==> src/rtl/deferred_control.sv <==
// deferred_control: batches per-cycle difftest commit step counts into
// deferred check requests for the host checker, and keeps the checker's
// first nonzero verdict as a sticky simv_result for the simulation endpoint.
//
// Optional feature: define DEFERRED_CONTROL_TIMEOUT_EN to add an idle timer
// that flushes a partial batch after TIMEOUT_CYCLES counted cycles. Without
// the macro, requests are issued only when the threshold is reached, and any
// residue below the threshold is never requested.
module deferred_control #(
  parameter int unsigned STEP_WIDTH      = 8,
  parameter int unsigned COUNT_WIDTH     = 32,
  parameter int unsigned FLUSH_THRESHOLD = 4096,
  parameter int unsigned TIMEOUT_CYCLES  = 1024
) (
  input  logic                   clock,
  input  logic                   reset,
  input  logic [STEP_WIDTH-1:0]  step,
  output logic                   flush_valid,
  output logic [COUNT_WIDTH-1:0] flush_count,
  input  logic                   flush_ready,
  input  logic                   result_valid,
  input  logic [7:0]             result_code,
  output logic [7:0]             simv_result
);

  // A zero threshold or zero timeout would allow empty requests.
  if (FLUSH_THRESHOLD < 1) begin : g_bad_threshold
    $error("deferred_control: FLUSH_THRESHOLD must be at least 1");
  end
  if (TIMEOUT_CYCLES < 1) begin : g_bad_timeout
    $error("deferred_control: TIMEOUT_CYCLES must be at least 1");
  end
  if (STEP_WIDTH > COUNT_WIDTH) begin : g_bad_widths
    $error("deferred_control: STEP_WIDTH must not exceed COUNT_WIDTH");
  end

  localparam logic [COUNT_WIDTH-1:0] THRESHOLD = COUNT_WIDTH'(FLUSH_THRESHOLD);

  // Steps committed but not yet covered by an issued request.
  logic [COUNT_WIDTH-1:0] acc;

  // Combinational view of this cycle's decision.
  logic [COUNT_WIDTH:0]   acc_sum;
  logic [COUNT_WIDTH-1:0] acc_next;
  logic                   threshold_hit;
  logic                   timeout_hit;
  logic                   handshake;
  logic                   frozen;
  logic                   issue;

  // Saturating accumulate: the carry-out bit selects the all-ones ceiling.
  assign acc_sum  = {1'b0, acc} + (COUNT_WIDTH + 1)'(step);
  assign acc_next = acc_sum[COUNT_WIDTH] ? {COUNT_WIDTH{1'b1}} : acc_sum[COUNT_WIDTH-1:0];

  assign threshold_hit = (acc_next >= THRESHOLD);
  assign handshake     = flush_valid && flush_ready;

  // Once a verdict is latched the batch is finished: no new requests and
  // the accumulator stops moving. An outstanding request may still drain.
  assign frozen = (simv_result != 8'h00);

`ifdef DEFERRED_CONTROL_TIMEOUT_EN
  localparam int unsigned TIMER_WIDTH = (TIMEOUT_CYCLES > 1) ? $clog2(TIMEOUT_CYCLES) : 1;
  localparam logic [TIMER_WIDTH-1:0] TIMER_LAST = TIMER_WIDTH'(TIMEOUT_CYCLES - 1);

  logic [TIMER_WIDTH-1:0] idle_timer;

  // The cycle in which the timer sits at its last value is the
  // TIMEOUT_CYCLES-th counted cycle, so the partial flush fires then.
  assign timeout_hit = (acc != '0) && (idle_timer == TIMER_LAST);

  // Count cycles that hold residual steps without issuing; saturate so a
  // long-pending request does not wrap the timer.
  always_ff @(posedge clock) begin
    if (reset) begin
      idle_timer <= '0;
    end else if (issue) begin
      idle_timer <= '0;
    end else if ((acc != '0) && (idle_timer != TIMER_LAST)) begin
      idle_timer <= idle_timer + 1'b1;
    end
  end
`else
  assign timeout_hit = 1'b0;
`endif

  // A request is issued either from the idle state (threshold or timeout)
  // or back-to-back in the handshake cycle when the threshold is met again.
  // The timeout only applies when nothing is pending.
  always_comb begin
    issue = 1'b0;
    if (!frozen) begin
      if (!flush_valid) begin
        issue = threshold_hit || timeout_hit;
      end else if (handshake) begin
        issue = threshold_hit;
      end
    end
  end

  // Request register and accumulator: a pending request is held stable
  // until accepted while new steps keep accumulating behind it.
  always_ff @(posedge clock) begin
    if (reset) begin
      acc         <= '0;
      flush_valid <= 1'b0;
      flush_count <= '0;
    end else begin
      if (issue) begin
        flush_valid <= 1'b1;
        flush_count <= acc_next;
      end else if (handshake) begin
        flush_valid <= 1'b0;
        flush_count <= '0;
      end

      if (issue) begin
        acc <= '0;
      end else if (!frozen) begin
        acc <= acc_next;
      end
    end
  end

  // Sticky verdict: only the first nonzero code is kept until reset.
  always_ff @(posedge clock) begin
    if (reset) begin
      simv_result <= 8'h00;
    end else if (result_valid && (result_code != 8'h00) && (simv_result == 8'h00)) begin
      simv_result <= result_code;
    end
  end

endmodule

==> config.mk <==
export PLATFORM = sky130hd
export DESIGN_NAME = deferred_control
export DESIGN_NICKNAME = d
export VERILOG_FILES = /design/src/rtl/deferred_control.sv
export SDC_FILE = /design/constraint.sdc
export NUM_CORES = 1
export LEC_CHECK = 0
export CORE_MARGIN = 5
export CORE_UTILIZATION = 45
export DETAILED_ROUTE_END_ITERATION = 12
export PLACE_DENSITY = 0.72
export SLEW_MARGIN = 25
export SYNTH_ARGS = -nofsm -noshare
export SYNTH_HDL_FRONTEND = slang
export SYNTH_SLANG_ARGS = --single-unit
==> constraint.sdc <==
create_clock -name clock -period 4.7 [get_ports clock]
set_input_delay 0.47 -clock clock [delete_from_list [all_inputs] [get_ports clock]]
set_output_delay 0.47 -clock clock [all_outputs]
set_load 0.02 [all_outputs]
==> results of run 1 <==
## power by group through the flow
stage               sequential, mW  combinational (mW)  clock, mW
floorplan                    0.889               0.953          0
finish                       0.850                1.38      0.631
detailed placement           0.860                1.37          0
CTS                          0.848                1.37      0.640
global route                 0.867                1.50      0.662
global placement             0.856                1.35          0
## critical path: stages
cell and delay (ps):
sky130_fd_sc_hd__clkdlybuf4s50_1 410, sky130_fd_sc_hd__ha_1 240, sky130_fd_sc_hd__fa_1 430, sky130_fd_sc_hd__a211oi_1 410
sky130_fd_sc_hd__o211ai_1 260, sky130_fd_sc_hd__nand4_1 200, sky130_fd_sc_hd__mux2i_1 320, sky130_fd_sc_hd__nand3_1 120
sky130_fd_sc_hd__or4_4 540, sky130_fd_sc_hd__o31a_2 410, sky130_fd_sc_hd__buf_12 170, sky130_fd_sc_hd__a2111oi_1 360
## layout make-up
class / instances / area (um^2) / share of cell area [%]
multi-input cells: 386 / 2360 / 48.0
flip-flops and latches: 73 / 1460 / 29.7
repair buffers: 71 / 706 / 14.3
clock buffers: 12 / 155 / 3.15
well taps: 108 / 135 / 2.74
clock inverters: 4 / 98.8 / 2.01
inverters: 2 / 7.51 / 0.152
## cells in the mapped netlist, types with 3 or more instances
cell                        count
sky130_fd_sc_hd__a2111oi_1      4
sky130_fd_sc_hd__a21o_1         8
sky130_fd_sc_hd__a21oi_1       27
sky130_fd_sc_hd__and2_1         4
sky130_fd_sc_hd__and4_1         3
sky130_fd_sc_hd__buf_1          4
sky130_fd_sc_hd__buf_2          8
sky130_fd_sc_hd__buf_6          3
sky130_fd_sc_hd__clkbuf_1      18
sky130_fd_sc_hd__dfxtp_1       73
sky130_fd_sc_hd__ha_1           8
sky130_fd_sc_hd__mux2i_1       15
sky130_fd_sc_hd__nand2_1       71
sky130_fd_sc_hd__nand3_1        9
sky130_fd_sc_hd__nand4_1        8
sky130_fd_sc_hd__nor2_1        63
sky130_fd_sc_hd__nor3_1        32
sky130_fd_sc_hd__nor4_1         5
sky130_fd_sc_hd__nor4_2         9
sky130_fd_sc_hd__o211ai_1       4
sky130_fd_sc_hd__o21ai_0       22
sky130_fd_sc_hd__o22ai_1       21
sky130_fd_sc_hd__o31ai_1        4
sky130_fd_sc_hd__or2_2          4
sky130_fd_sc_hd__or3_1          7
sky130_fd_sc_hd__xnor2_1       11
sky130_fd_sc_hd__xor2_1         9
## layer usage
metal	share of wire (%)	wire length [um]	track usage [%]
met1	47	5270	27.8
met4	2.1	232	7.12
met2	44	4900	33.1
met5	0	0	0
met3	7.6	850	4.97
## cell families after synthesis
logic type	count (synthesis)	synth area share, %
buffers and inverters	36	4.29
multiplexers	15	3.76
adder cells (fa/ha/maj)	9	3.01
AO/OA/AOI/OAI	116	19.9
flip-flops	73	36.6
AND/OR/NAND/NOR	226	28.1
XOR/XNOR	20	4.39
## final timing paths
check	to	depth (start not counted)	slack, ps
worst max-delay path	acc[4]$_SDFFE_PP0N_	12	560
worst min-delay path	flush_count[14]$_SDFFE_PP0P_	2	460
worst max register to register	acc[4]$_SDFFE_PP0N_	11	790
worst min register to register	flush_count[14]$_SDFFE_PP0P_	2	460
## sequential cells by signal, summed over array words and instances (netlist names)
signal	flops
flush_count	32
acc	32
simv_result	8
flush_valid	1
## metrics by stage
stage,instances,worst slack [ps]
floorplan,495,1130
global placement,640,320
detailed placement,640,209
CTS,656,580
global route,656,287
finish,656,561
==> flow_summary.ini, run 1 <==
[outcome]
outcome = completed

[detailed_routing]
ant_nets = 0
drc = 0
via_per_inst = 5.93
routed_wire_length_per_instance_um = 17.2
initialDrtViolationCount = 298
drtPass1Iterations = 5
drt-total-wl_mm = 11.3
vias = 3887

[sta]
timing_worst_slew_pin_value_ps = 809
finalCritPeriodShare_pct = 88.1
timing.final.setup_violations = 0
finalHoldViolations = 0
post_route_clock_skew_ps = 8.86
finalSetupTns_ps = 0
relSlewSlack_pct = 46.1
maximum_achievable_frequency_mhz = 242
period_minus_slack_ps = 4140
hold_slack_ps = 458
slew_viol_final = 0
rsz_0062_raised_after_global_routing = no

[die]
die_height_um = 104
die-area_mm2 = 0.0109
fp-row-count = 34
initial_core_util_pct = 46.0
coreArea_mm2 = 0.00868
design.portCount = 61
die_w_um = 104

[yosys]
syn_avg_cell_area_um2 = 8.07
synthesis.instances = 495
synth_async_sr_flop_share_pct = 0
post-synth-top-area-cell = sky130_fd_sc_hd__dfxtp_1
synth_top_area_share_pct = 36.6
synth.ff_latch_count = 73
synth_sequential_area_ratio_pct = 36.6
postSynth.topFlopCell = sky130_fd_sc_hd__dfxtp_1
yosysWarnings = 0
synth_enable_flop_cells = 0
synth_nets = 524
yosys.cell_types.count = 55
synth.top_cells.by_area = sky130_fd_sc_hd__dfxtp_1 37%, sky130_fd_sc_hd__nand2_1 6.7%, sky130_fd_sc_hd__nor2_1 5.9%
syn-cell-area_mm2 = 0.00399

[critical_path]
setup.worst_path.start_class = primary input
worstReg2RegStart = acc[0]$_SDFFE_PP0N_
path_max_fanout = 23
worst_setup_path_end_kind = register
launching_element_of_the_worst_setup_path = step[0]
crit_required_ps = 4930
critical_path_arrival_ps = 4370
path_class = primary input to register

[pwr]
p_comb_share_pct = 48.2
power_density_mw_per_mm2 = 580
vdd.ir_drop.worst_mv = 0.423
internal_power_mw = 1.66
switching_power_mw = 1.20
totalPowerFinal_mw = 2.86
p_leak_nw = 1.70
p_sw_share_pct = 42.0
seqPwrFrac_pct = 29.7
power.clock.fraction_pct = 22.1

[clocking]
numClockSinks = 73
postCtsHoldBufs = 0
post-cts-setup-buffer-count = 0
cts_root_buffer = sky130_fd_sc_hd__clkbuf_8
cts_inserted_buffers = 9
post_cts_resized = 0
clk_pin_slew_worst_paths_ps = 80
number_of_h_tree_levels = 3
clkLatencyLatePin_ps = 360
tritoncts = done
ctsLongestPathBuffers = 2

[cells_and_area]
ratio_of_cells_with_drive_above_1_in_the_final_layout_pct = 9.49
finalCoreUtilization_pct = 56.8
finished_cell_area_mm2 = 0.00493
layout_commonest_cell = sky130_fd_sc_hd__dfxtp_1
layout.filler_cells = 820
syn_to_layout_area_delta_pct = 23.4
fin_nets = 572
layout_common_cells = 73 x sky130_fd_sc_hd__dfxtp_1, 71 x sky130_fd_sc_hd__nand2_1, 63 x sky130_fd_sc_hd__nor2_1, 59 x sky130_fd_sc_hd__clkdlybuf4s50_1, 32 x sky130_fd_sc_hd__nor3_1
antenna-diode-count = 0

[placed_design]
dp_hpwl_mm = 7.97
placement.io_buffers = 60
place_congestion = 0.952
placed_cell_area_mm2 = 0.00467

[grt]
grt_max_degree = 53
number_of_global_route_vias_before_repair = 3761
grtUsageTotal_pct = 20.9
grt_overflow_total = 0
wire_length_of_the_first_global_routing_pass_mm = 18.8
antenna_found_initial = 0

[worst_hold_path]
hold_path_startpoint = flush_count[14]$_SDFFE_PP0P_
min-delay-path-class = register to register

[job]
maxCapViolations = 0
(Power assumes the default switching activity.)
==> run 2, diff against run 1 <==
Settings changed: SKIP_LAST_GASP set to 1.
==> results of run 2 <==
Final layout, timing and power as in run 1 (identical DEF).
